`config.mk`:
```
export PLATFORM = sky130hd
export DESIGN_NAME = guess_engine_flat
export DESIGN_NICKNAME = d
export VERILOG_FILES = /design/src/rtl/guess_engine_if.sv /design/src/rtl/guess_engine.sv /design/src/flat_wrapper.sv
export SDC_FILE = /design/constraint.sdc
export NUM_CORES = 1
export LEC_CHECK = 0
export ABC_AREA = 1
export BUFFER_PORTS_ARGS = -buffer_cell sky130_fd_sc_hd__clkbuf_2
export CORE_MARGIN = 3
export CORE_UTILIZATION = 35
export DETAILED_ROUTE_END_ITERATION = 6
export GPL_TIMING_DRIVEN = 0
export HOLD_SLACK_MARGIN = 0.06
export PLACE_DENSITY_LB_ADDON = 0.08
export SYNTH_ARGS = -nofsm -noshare
export SYNTH_HDL_FRONTEND = slang
export SYNTH_SLANG_ARGS = --single-unit
```
`constraint.sdc`:
```
create_clock -name CLK -period 2.4 [get_ports CLK]
set_input_delay 0.48 -clock CLK [delete_from_list [all_inputs] [get_ports CLK]]
set_output_delay 0.48 -clock CLK [all_outputs]
set_load 0.05 [all_outputs]
```
`src/rtl/guess_engine_if.sv`:
```
`default_nettype none
// +--------------------------------------------------------------------------+
// | Module      : guess_engine_if                                            |
// | Description : Control and status bundle of the number-guessing engine.   |
// |               master = game controller / stimulus side,                  |
// |               slave  = guess_engine.                                     |
// | Signals     : start, seed_we, seed_val[31:0], digit_we, digit_sel[2:0],  |
// |               digit_val[3:0], submit           (master -> slave)         |
// |               state[2:0], guess_bcd[4*DIGITS-1:0], time_bcd[7:0],        |
// |               tries_left[3:0], hi, lo, win, lose, bulls[3:0]             |
// |                                                (slave -> master)         |
// | Revision    : 1.0  initial release                                       |
// +--------------------------------------------------------------------------+
interface guess_engine_if #(
   parameter int DIGITS = 4
);
   logic                  start;
   logic                  seed_we;
   logic [31:0]           seed_val;
   logic                  digit_we;
   logic [2:0]            digit_sel;
   logic [3:0]            digit_val;
   logic                  submit;
   logic [2:0]            state;
   logic [4*DIGITS-1:0]   guess_bcd;
   logic [7:0]            time_bcd;
   logic [3:0]            tries_left;
   logic                  hi;
   logic                  lo;
   logic                  win;
   logic                  lose;
   logic [3:0]            bulls;

   modport master (
      output start, seed_we, seed_val, digit_we, digit_sel, digit_val, submit,
      input  state, guess_bcd, time_bcd, tries_left, hi, lo, win, lose, bulls
   );

   modport slave (
      input  start, seed_we, seed_val, digit_we, digit_sel, digit_val, submit,
      output state, guess_bcd, time_bcd, tries_left, hi, lo, win, lose, bulls
   );
endinterface
`default_nettype wire

```
`src/rtl/guess_engine.sv`:
```
`default_nettype none
// +--------------------------------------------------------------------------+
// | Module      : guess_engine                                               |
// | Description : Number-guessing game core. Draws a DIGITS-digit BCD secret |
// |               from a free-running Galois LFSR, accepts digit-wise        |
// |               guesses, reports higher/lower, runs a seconds countdown    |
// |               and an attempt limit.                                      |
// | Ports       : CLK  - clock, all logic on posedge                         |
// |               RST  - synchronous active-high reset                       |
// |               bus  - guess_engine_if.slave (inputs start, seed_we,       |
// |                      seed_val, digit_we, digit_sel, digit_val, submit;   |
// |                      outputs state, guess_bcd, time_bcd, tries_left,     |
// |                      hi, lo, win, lose, bulls)                           |
// | Option      : define GUESS_BULLS_EN to count digits correct in position; |
// |               otherwise bulls is constant 0.                             |
// | Revision    : 1.0  initial release                                       |
// +--------------------------------------------------------------------------+
module guess_engine #(
   parameter int DIGITS        = 4,
   parameter int TICKS_PER_SEC = 50_000_000,
   parameter int TIME_LIMIT    = 99,
   parameter int MAX_TRIES     = 8
) (
   input  logic          CLK,
   input  logic          RST,
   guess_engine_if.slave bus
);

   localparam logic [2:0]      c_IDLE     = 3'd0;
   localparam logic [2:0]      c_PLAY     = 3'd1;
   localparam logic [2:0]      c_CHECK    = 3'd2;
   localparam logic [2:0]      c_WIN      = 3'd3;
   localparam logic [2:0]      c_LOSE     = 3'd4;
   localparam int              c_GW       = 4 * DIGITS;
   localparam int              c_PW       = $clog2(TICKS_PER_SEC);
   localparam logic [c_PW-1:0] c_PMAX     = c_PW'(TICKS_PER_SEC - 1);
   localparam logic [7:0]      c_TIME_BCD = {4'(TIME_LIMIT / 10), 4'(TIME_LIMIT % 10)};
   localparam logic [3:0]      c_TRIES    = 4'(MAX_TRIES);
   // x^32 + x^22 + x^2 + x + 1, right-shifting Galois form
   localparam logic [31:0]     c_TAPS     = 32'h8020_0003;

   logic [2:0]      state_q,  state_d;
   logic [31:0]     lfsr_q,   lfsr_d;
   logic [c_GW-1:0] secret_q, secret_d;
   logic [c_GW-1:0] guess_q,  guess_d;
   logic [7:0]      time_q,   time_d;
   logic [c_PW-1:0] presc_q,  presc_d;
   logic [3:0]      tries_q,  tries_d;
   logic            hi_q,     hi_d;
   logic            lo_q,     lo_d;

   logic            w_reload;
   logic            w_run;
   logic            w_tick;
   logic [c_GW-1:0] w_new_secret;

   assign w_reload = bus.start &&
                     (state_q == c_IDLE || state_q == c_WIN || state_q == c_LOSE);
   assign w_run    = (state_q == c_PLAY) || (state_q == c_CHECK);
   assign w_tick   = (presc_q == c_PMAX);

   // LFSR nibbles 10..15 fold onto 4..9 so every secret digit is valid BCD.
   always_comb begin : p_secret
      logic [3:0] nib;
      w_new_secret = '0;
      for (int i = 0; i < DIGITS; i++) begin
         nib = lfsr_q[4*i +: 4];
         w_new_secret[4*i +: 4] = (nib > 4'd9) ? (nib - 4'd6) : nib;
      end
   end

   always_comb begin
      state_d  = state_q;
      secret_d = secret_q;
      guess_d  = guess_q;
      time_d   = time_q;
      presc_d  = presc_q;
      tries_d  = tries_q;
      hi_d     = hi_q;
      lo_d     = lo_q;

      if (state_q == c_IDLE && bus.seed_we)
         lfsr_d = (bus.seed_val == 32'd0) ? 32'd1 : bus.seed_val;
      else
         lfsr_d = {1'b0, lfsr_q[31:1]} ^ (lfsr_q[0] ? c_TAPS : 32'd0);

      // Seconds countdown; holds at 00 once reached.
      if (w_run) begin
         presc_d = w_tick ? '0 : presc_q + c_PW'(1);
         if (w_tick && time_q != 8'h00) begin
            if (time_q[3:0] == 4'd0)
               time_d = {time_q[7:4] - 4'd1, 4'd9};
            else
               time_d = {time_q[7:4], time_q[3:0] - 4'd1};
         end
      end

      case (state_q)
         c_IDLE, c_WIN, c_LOSE: begin
            if (w_reload) begin
               state_d  = c_PLAY;
               secret_d = w_new_secret;
               guess_d  = '0;
               time_d   = c_TIME_BCD;
               presc_d  = '0;
               tries_d  = c_TRIES;
               hi_d     = 1'b0;
               lo_d     = 1'b0;
            end
         end
         c_PLAY: begin
            // A submit in the cycle the clock shows 00 still gets its compare.
            if (bus.submit) begin
               state_d = c_CHECK;
            end else if (time_q == 8'h00) begin
               state_d = c_LOSE;
            end else if (bus.digit_we && bus.digit_val <= 4'd9) begin
               // Indices at or above DIGITS match no loop iteration and drop out.
               for (int i = 0; i < DIGITS; i++) begin
                  if (bus.digit_sel == 3'(i))
                     guess_d[4*i +: 4] = bus.digit_val;
               end
            end
         end
         c_CHECK: begin
            // All digits are <= 9, so a plain unsigned compare is numeric order.
            if (guess_q == secret_q) begin
               state_d = c_WIN;
               hi_d    = 1'b0;
               lo_d    = 1'b0;
            end else begin
               hi_d    = (guess_q > secret_q);
               lo_d    = !(guess_q > secret_q);
               tries_d = tries_q - 4'd1;
               state_d = (tries_q == 4'd1 || time_q == 8'h00) ? c_LOSE : c_PLAY;
            end
         end
         default: state_d = c_IDLE;
      endcase
   end

   always_ff @(posedge CLK) begin
      if (RST) begin
         state_q  <= c_IDLE;
         lfsr_q   <= 32'd1;
         secret_q <= '0;
         guess_q  <= '0;
         time_q   <= c_TIME_BCD;
         presc_q  <= '0;
         tries_q  <= c_TRIES;
         hi_q     <= 1'b0;
         lo_q     <= 1'b0;
      end else begin
         state_q  <= state_d;
         lfsr_q   <= lfsr_d;
         secret_q <= secret_d;
         guess_q  <= guess_d;
         time_q   <= time_d;
         presc_q  <= presc_d;
         tries_q  <= tries_d;
         hi_q     <= hi_d;
         lo_q     <= lo_d;
      end
   end

`ifdef GUESS_BULLS_EN
   logic [3:0] bulls_q, bulls_d;

   always_comb begin
      bulls_d = bulls_q;
      if (state_q == c_CHECK) begin
         bulls_d = 4'd0;
         for (int i = 0; i < DIGITS; i++) begin
            if (guess_q[4*i +: 4] == secret_q[4*i +: 4])
               bulls_d = bulls_d + 4'd1;
         end
      end else if (w_reload) begin
         bulls_d = 4'd0;
      end
   end

   always_ff @(posedge CLK) begin
      if (RST)
         bulls_q <= 4'd0;
      else
         bulls_q <= bulls_d;
   end

   assign bus.bulls = bulls_q;
`else
   assign bus.bulls = 4'd0;
`endif

   assign bus.state      = state_q;
   assign bus.guess_bcd  = guess_q;
   assign bus.time_bcd   = time_q;
   assign bus.tries_left = tries_q;
   assign bus.hi         = hi_q;
   assign bus.lo         = lo_q;
   assign bus.win        = (state_q == c_WIN);
   assign bus.lose       = (state_q == c_LOSE);

endmodule
`default_nettype wire

```
`src/flat_wrapper.sv`:
```
// flat-port wrapper written by rule: the top's interface ports become plain ports
module guess_engine_flat 
#(
   parameter int DIGITS        = 4,
   parameter int TICKS_PER_SEC = 50_000_000,
   parameter int TIME_LIMIT    = 99,
   parameter int MAX_TRIES     = 8
)
  (CLK, RST, bus_start, bus_seed_we, bus_seed_val, bus_digit_we, bus_digit_sel, bus_digit_val, bus_submit, bus_state, bus_guess_bcd, bus_time_bcd, bus_tries_left, bus_hi, bus_lo, bus_win, bus_lose, bus_bulls);
  guess_engine_if #(.DIGITS(DIGITS)) bus_i ();
  input  logic CLK;
  input  logic RST;
  input wire logic [$bits(bus_i.start)-1:0] bus_start;
  input wire logic [$bits(bus_i.seed_we)-1:0] bus_seed_we;
  input wire logic [$bits(bus_i.seed_val)-1:0] bus_seed_val;
  input wire logic [$bits(bus_i.digit_we)-1:0] bus_digit_we;
  input wire logic [$bits(bus_i.digit_sel)-1:0] bus_digit_sel;
  input wire logic [$bits(bus_i.digit_val)-1:0] bus_digit_val;
  input wire logic [$bits(bus_i.submit)-1:0] bus_submit;
  output wire logic [$bits(bus_i.state)-1:0] bus_state;
  output wire logic [$bits(bus_i.guess_bcd)-1:0] bus_guess_bcd;
  output wire logic [$bits(bus_i.time_bcd)-1:0] bus_time_bcd;
  output wire logic [$bits(bus_i.tries_left)-1:0] bus_tries_left;
  output wire logic [$bits(bus_i.hi)-1:0] bus_hi;
  output wire logic [$bits(bus_i.lo)-1:0] bus_lo;
  output wire logic [$bits(bus_i.win)-1:0] bus_win;
  output wire logic [$bits(bus_i.lose)-1:0] bus_lose;
  output wire logic [$bits(bus_i.bulls)-1:0] bus_bulls;
  assign bus_i.start = bus_start;
  assign bus_i.seed_we = bus_seed_we;
  assign bus_i.seed_val = bus_seed_val;
  assign bus_i.digit_we = bus_digit_we;
  assign bus_i.digit_sel = bus_digit_sel;
  assign bus_i.digit_val = bus_digit_val;
  assign bus_i.submit = bus_submit;
  assign bus_state = bus_i.state;
  assign bus_guess_bcd = bus_i.guess_bcd;
  assign bus_time_bcd = bus_i.time_bcd;
  assign bus_tries_left = bus_i.tries_left;
  assign bus_hi = bus_i.hi;
  assign bus_lo = bus_i.lo;
  assign bus_win = bus_i.win;
  assign bus_lose = bus_i.lose;
  assign bus_bulls = bus_i.bulls;
  guess_engine #(.DIGITS(DIGITS), .TICKS_PER_SEC(TICKS_PER_SEC), .TIME_LIMIT(TIME_LIMIT), .MAX_TRIES(MAX_TRIES)) u_core (.CLK(CLK), .RST(RST), .bus(bus_i));
endmodule
```
==> summary.md, run 1 <==
| Metric | Value |
|---|---|
| Synth cell types | 39 |
| Ant. Diodes | 0 |
| # port buffers | 78 |
| Drt pass-1 iters | 4 |
| Root Buffer | clkbuf_16 |
| Slew Viols, Final | 0 |
| Core Footprint | around 15000 um^2 |
| Vias in the first global route | about 4900 |
| Synth Register Bits | around 110 |
| Via/cell ratio | roughly 4.7 |
| Reg-to-Reg Start | u_core.presc_q[0] |
| DRC | 0 |
| CP max stage delay | around 0.39 ns |
| Number of flops mapped to enable cells by yosys | 0 |
| Starting Density | 0.365 |
| Hold Vio Cnt, Final | 0 |
| RSZ-0062 raised after global routing | false |
| Clk slew on worst S/H paths | 0.08 ns |
| Detail Route Antenna Nets | 0 |
| DR WL/cell | 12.6 um |
| Post-CTS Setup Repair Bufs | 0 |
| Design Power | ~6 mW |
| Fin crit share | 0.815 |
| GRT Residual Overflow | 0 |
| Main synth FF type | dfxtp_1 |
| CP bufs+invs | 1 |
| RD Place Congestion | roughly 0.83 |
| Die Footprint | ~18000 um^2 |
| PD cells | about 900 nW/um^2 |
| Die X | ~130 um |
| Leakage | about 3.1 nW |
| Global-route wire length before repair | 23.7 mm |
| CTS Sinks | about 110 |
| Layout cells sized above 1 | 0.147 |
| Hold crit path type | in -> reg |
| Rows | 45 |
| Clock latency on the worst-skew pair | around 0.36 ns |
| Share of synthesized registers carrying an async set or reset | 0 |
| Crit path DAT | ~2.2 ns |
| Warnings, synthesis | 0 |
| Mean post-synth cell area | about 7 um^2 |
| Pin count of the biggest net entering global routing | 20 |
| CTS H-tree depth | 3 |
| Crit Path Max Fanout | 10 |
| Maxcap violations | 0 |
| Dpl ws | approximately 0.35 ns |
| Synth Instances | between 800 and 900 |
| Clock buffer depth | 2 |
| DIE HEIGHT | roughly 130 um |
| Layout Nets | 989 |
| Setup crit end kind | flip-flop |
| Final Setup Violations | 0 |
| Critical path launch point type | flip-flop |
| HP Start | bus_seed_val[26] |
| Synth-to-layout area growth | 16.8% |
| Final core utilization | 0.426 |
| Rel. slew slack | 0.599 |
| Status | completed |
| Critical path class | reg -> reg |
| Routed WL | 14.3 mm |
| Post-detail-place hpwl | about 11 mm |
| Synthesized area | 5640 um^2 |
| Vias | between 5000 and 6000 |
| Peak supply drop | 0.000480 V |
| Critical Path, Cell by Cell | ha_1, nand2_1, nor2_1, nand2_1, nor2_1, nand2_1, nand2_4, buf_4, nor2_1 |
| Initial drt markers | between 200 and 250 |
| Resized Gates After CTS | 0 |
| Hold WS | 0.352 ns |
| Initial antenna violation count | 0 |
| Post-synthesis sequential area ratio | 0.380 |
| I/O pin count | 84 |
| Final Critical Period | about 2.0 ns |
| Fmax | a little over 0.5 GHz |
| Setup_tns | 0 ns |
| Slowest stage cell, crit path | dfxtp_1 |
| Worst-margin pin slew | about 0.6 ns |
| CTS tree | done |
| Crit. Startpoint | u_core.presc_q[0] |
| Worst Path Required | roughly 2.7 ns |
| Setup WS post-layout | 0.445 ns |
| Gr usage total | 0.163 |
| # hold bufs at CTS | 0 |
| TritonCTS Buffers | 9 |
| Worst Skew | 0.0101 ns |
| Cell family with most CP delay | simple AND/OR/NAND/NOR gates |
[area by class of cell]
cell class,count,area [um^2]
Multi-Input combinational cell,552,2860
Clock inverter,6,53.8
Fill cell,1723,8890
Sequential cell,107,2140
Tap cell,211,264
Inverter,144,541
Timing Repair Buffer,78,390
Clock buffer,10,229
Buffer,23,118
[Yosys cell counts (4+ instances only)]
cell type | instances | area (um^2)
xor2_1 | 8 | 70.1
a21oi_1 | 75 | 375
nor2_2 | 4 | 25.0
nand3_1 | 48 | 240
inv_1 | 132 | 495
inv_2 | 12 | 45.0
nor2_1 | 100 | 375
nor3_1 | 12 | 60.1
nand4_1 | 17 | 106
o21ai_0 | 60 | 300
o22ai_1 | 14 | 87.6
clkbuf_1 | 10 | 37.5
o21ai_1 | 6 | 30.0
ha_1 | 29 | 363
dfxtp_1 | 107 | 2140
buf_4 | 7 | 52.6
buf_2 | 4 | 20.0
nand2_1 | 145 | 544
nand2_2 | 5 | 31.3
[power breakdown]
group          switching [mW]  leakage [nW]  internal, mW
clock                   0.718         0.136         0.726
sequential              0.207         0.875          2.04
combinational            1.57          2.08         0.690
[flip-flops by register name, summed over array words and instances (netlist names), 3 cells and up]
signal and cells:
u_core.lfsr_q 32, u_core.bus.time_bcd 8, u_core.secret_q 16, u_core.bus.tries_left 4
u_core.bus.guess_bcd 16, u_core.presc_q 26, u_core.bus.state 3
[layout by cell type (no fill, tap or decap), types with 2 or more instances in the layout]
cell,instances
nand3b_1,2
nand3_1,48
a21oi_1,75
dfxtp_1,107
a31oi_1,2
and3_1,2
clkbuf_16,9
buf_1,2
nand2_1,145
nor2_4,2
o22ai_1,14
nand2_2,5
nand2_4,2
nor2_8,2
o21ai_0,60
nand4_1,17
nor2_1,100
or2_2,2
inv_1,132
nor3_1,12
nor2_2,4
inv_2,12
inv_6,3
buf_2,4
xor2_1,8
buf_4,7
o21ai_1,6
conb_1,4
clkbuf_1,11
clkbuf_2,78
ha_1,29
[worst register-to-register path, cell delays in order (launching register included)]
cell and delay [ns]:
dfxtp_1 0.39, ha_1 0.24, nand2_1 0.11, nor2_1 0.25
nand2_1 0.09, nor2_1 0.18, nand2_1 0.16, nand2_4 0.17
buf_4 0.21, nor2_1 0.06
[cells by family (layout without fill, tap and decap cells)]
logic type / Yosys count / after routing / share of synthesized area
compound gates: 162 / 162 / 0.150
xor+xnor: 9 / 9 / 0.0140
fa+ha+maj: 29 / 29 / 0.0643
buf+inv: 167 / 261 / 0.117
flops: 107 / 107 / 0.380
other cells: 1 / 4 / 0.000664
simple gates: 348 / 348 / 0.275
[path summary, 6_finish.rpt]
check,cells after the start,end,slack [ns]
min reg2reg,2,u_core.bus.hi,0.47
min,3,u_core.lfsr_q[26],0.35
max,9,u_core.presc_q[8],0.44
max reg2reg,9,u_core.presc_q[8],0.44
[per-layer routing]
layer | track usage | share of wire
met1 | 0.224 | 0.50
met3 | 0.0323 | 0.034
met5 | 0 | 0
met4 | 0.0410 | 0.011
met2 | 0.261 | 0.46
[through the flow]
stage	cell area [um^2]	std cells
after floorplan	5660	826
after global placement	6310	1115
after detailed placement	6310	1115
after CTS	6590	1131
after global routing	6590	1131
final	6590	1131
(Power assumes the default switching activity.)
==> run 2, diff against run 1 <==
- ABC_AREA: 1 -> 0
- clock period: 2.4 -> 1.9 ns (I/O delays scaled with it)
==> run 2 against run 1 <==
The run now ends with negative setup slack left. Flip-flop and latch count did not move. Design area rose by 8.2%. Power rose by 3.3%. Global-route usage rose by 0.60 points. Setup slack got worse by 0.59 ns. Clock skew fell by 0.00083 ns. Critical path depth fell by 3. Synthesized cell count fell by 21%. Via count fell by 9.4%. Worst hold slack got worse by 0.089 ns. Largest power group is now sequential cells.
==> summary.md, run 2 <==
| Metric | Value |
|---|---|
| Synth Area in Simple Gates | 0.252 |
| Synth area leaders | dfxtp_1 40%, ha_1 6.8%, nand2_1 6.4%, a21oi_1 6.2%, nor2_1 5.4% |
| Layout cells sized above 1 | 0.315 |
| Rows | 44 |
| Critical path launch point type | flip-flop |
| Synth cell count leaders | 107 x dfxtp_1, 91 x nand2_1, 77 x nor2_1 |
| Largest Register | u_core.lfsr_q |
| Leakage | about 2.9 nW |
| Pin count of the biggest net entering global routing | 18 |
| Final cell count without fillers | 965 |
| Status | finished with violations |
| Final Critical Period | 2.05 ns |
| DIE HEIGHT | about 130 um |
| Root Buffer | clkbuf_16 |
| Ant. Diodes | 0 |
| Routed WL | 14.0 mm |
| Top cell type's share of synthesized area | 0.402 |
| Share of synthesized registers carrying an async set or reset | 0 |
| Gr usage total | 0.169 |
| Multiplexer area fraction after synthesis | 0.0413 |
| Clock buffer depth | 2 |
| Most common cell after layout, fill and taps aside | nand2_1 |
| Critical path class | reg -> reg |
| Mean post-synth cell area | between 8 and 9 um^2 |
| Largest family of logic cells by synthesized area | simple AND/OR/NAND/NOR gates |
| Clk slew on worst S/H paths | 0.07 ns |
| Violated checks | negative setup slack |
| Slew Viols, Final | 0 |
| Synth Register Bits | 107 |
| Final Setup Violations | 29 |
| GRT Residual Overflow | 0 |
| Crit path DAT | ~2.3 ns |
| TritonCTS Buffers | 9 |
| Vias | about 4800 |
| Core Footprint | ~15000 um^2 |
| Main synth FF type | dfxtp_1 |
| Warnings, synthesis | 0 |
| Design Power | approximately 6.1 mW |
| Synth Area in Compound Gates | 0.141 |
| I/O pin count | 84 |
| XOR/XNOR share of the synthesized area | 0.0444 |
| Peak supply drop | 0.000467 V |
| CTS Sinks | ~110 |
| Largest registers | u_core.lfsr_q (32), u_core.presc_q (26) |
| Fin crit share | 1.08 |
| Post-synthesis sequential area ratio | 0.402 |
| Fmax | 0.488 GHz |
| Initial drt markers | 240 |
| Dominant cell by count in the synthesized netlist | dfxtp_1 |
| Vias in the first global route | 4677 |
| Layout Nets | 850 |
| Maxcap violations | 0 |
| Rel. slew slack | 0.575 |
| Global-route wire length before repair | 22.9 mm |
| Hold Vio Cnt, Final | 0 |
| Synth Instances | 649 |
| Largest register FFs | 32 |
| Placed cell areas | 6060 um^2 |
| Area of the multi-input gates | around 3300 um^2 |
| Setup_tns | -2.76 ns |
| Worst Skew | ~0.009 ns |
| Setup crit end kind | flip-flop |
| PD cells | roughly 860 nW/um^2 |
| Crit Path Max Fanout | 6 |
| Initial antenna violation count | 0 |
| Register Area | approximately 2200 um^2 |
| Hold crit path type | in -> reg |
| DRC | 0 |
| CTS tree | done |
| Starting Density | 0.362 |
| DR WL/cell | ~15 um |
| Post-Layout Inst Area | roughly 7100 um^2 |
| # port buffers | around 80 |
| Number of flops mapped to enable cells by yosys | 0 |
| Via/cell ratio | roughly 5 |
| Setup WS post-layout | -0.147 ns |
| CTS H-tree depth | 3 |
| Synth-to-layout area growth | 33.9% |
| RD Place Congestion | between 0.8 and 0.9 |
| Synth Area in Adders | 0.0681 |
| Synth cell types | 57 |
| Worst-margin pin slew | roughly 0.64 ns |
| Post-detail-place hpwl | 10.3 mm |
| RSZ-0062 raised after global routing | true |
| DP Cell Count | 915 |
| Hold WS | ~0.26 ns |
| Area leader, netlist | dfxtp_1 |
| Worst Path Required | 2.15 ns |
| Die X | 129 um |
| Detail Route Antenna Nets | 0 |
| Synthesized area | 5330 um^2 |
| Fill cells | about 1500 |
| Most frequent cells in the layout | 87 x nand2_1, 82 x clkbuf_2, 78 x dfxtp_1 |
| Drt pass-1 iters | 4 |
| Clock latency on the worst-skew pair | about 0.35 ns |
| Die Footprint | ~17000 um^2 |
run 2: critical path, cell delays in order (launching register included):
cell and delay (ns):
dfxtp_4 0.35, or4b_1 0.56, nor4_4 0.30, buf_4 0.15, and4_4 0.28, a311oi_2 0.10
a31o_2 0.21
run 2: path summary, 6_finish.rpt:
kind / start / cells past startpoint / slack (ns) / end
max reg2reg: u_core.presc_q[11] / 6 / -0.15 / u_core.bus.time_bcd[6]
max: u_core.presc_q[11] / 6 / -0.15 / u_core.bus.time_bcd[6]
min: bus_seed_val[24] / 3 / 0.26 / u_core.lfsr_q[24]
min reg2reg: u_core.lfsr_q[25] / 2 / 0.43 / u_core.lfsr_q[24]
run 2: through the flow:
step	utilization	worst slack, ns
3_3_place_gp	0.412	-0.351
4_1_cts	0.456	-0.143
2_1_floorplan	-	0.000929
3_5_place_dp	0.412	-0.379
6_report	0.485	-0.147
5_1_grt	0.485	-0.202
run 2: cell families after synthesis:
| kind of cell | Yosys count |
|---|---|
| compound gates | 124 |
| xor+xnor | 27 |
| fa+ha+maj | 29 |
| buf+inv | 62 |
| flops | 107 |
| mux | 22 |
| other cells | 1 |
| simple gates | 277 |
run 2: power breakdown:
part	internal, mW	leakage, nW	switching, mW
Sequential	2.38	0.884	0.120
Clock	1.23	0.168	0.842
Combinational	0.653	1.84	0.916
Total	4.27	2.89	1.88
run 2: per-layer routing:
metal,GRT usage,vias up,share of wire
met5,0,-,0
li1,-,2502,-
met3,0.0330,12,0.057
met4,0.0568,0,0.014
met1,0.241,2186,0.50
met2,0.255,111,0.43
run 2: layout make-up:
class	instances	share of cell area
clock inverters	6	0.0118
inverters	31	0.0163
well taps	184	0.0323
clock buffers	10	0.0351
multi-input cells	483	0.469
repair buffers	114	0.0996
plain buffers	30	0.0282
flip-flops and latches	107	0.308
run 2: timing repair:
action	4_1_cts	5_1_grt
pin swaps	12	39
cloned	2	0
gates resized for setup	42	85
endpoints found under the setup margin	98	99
buffers inserted	17	16
hold buffers	0	0
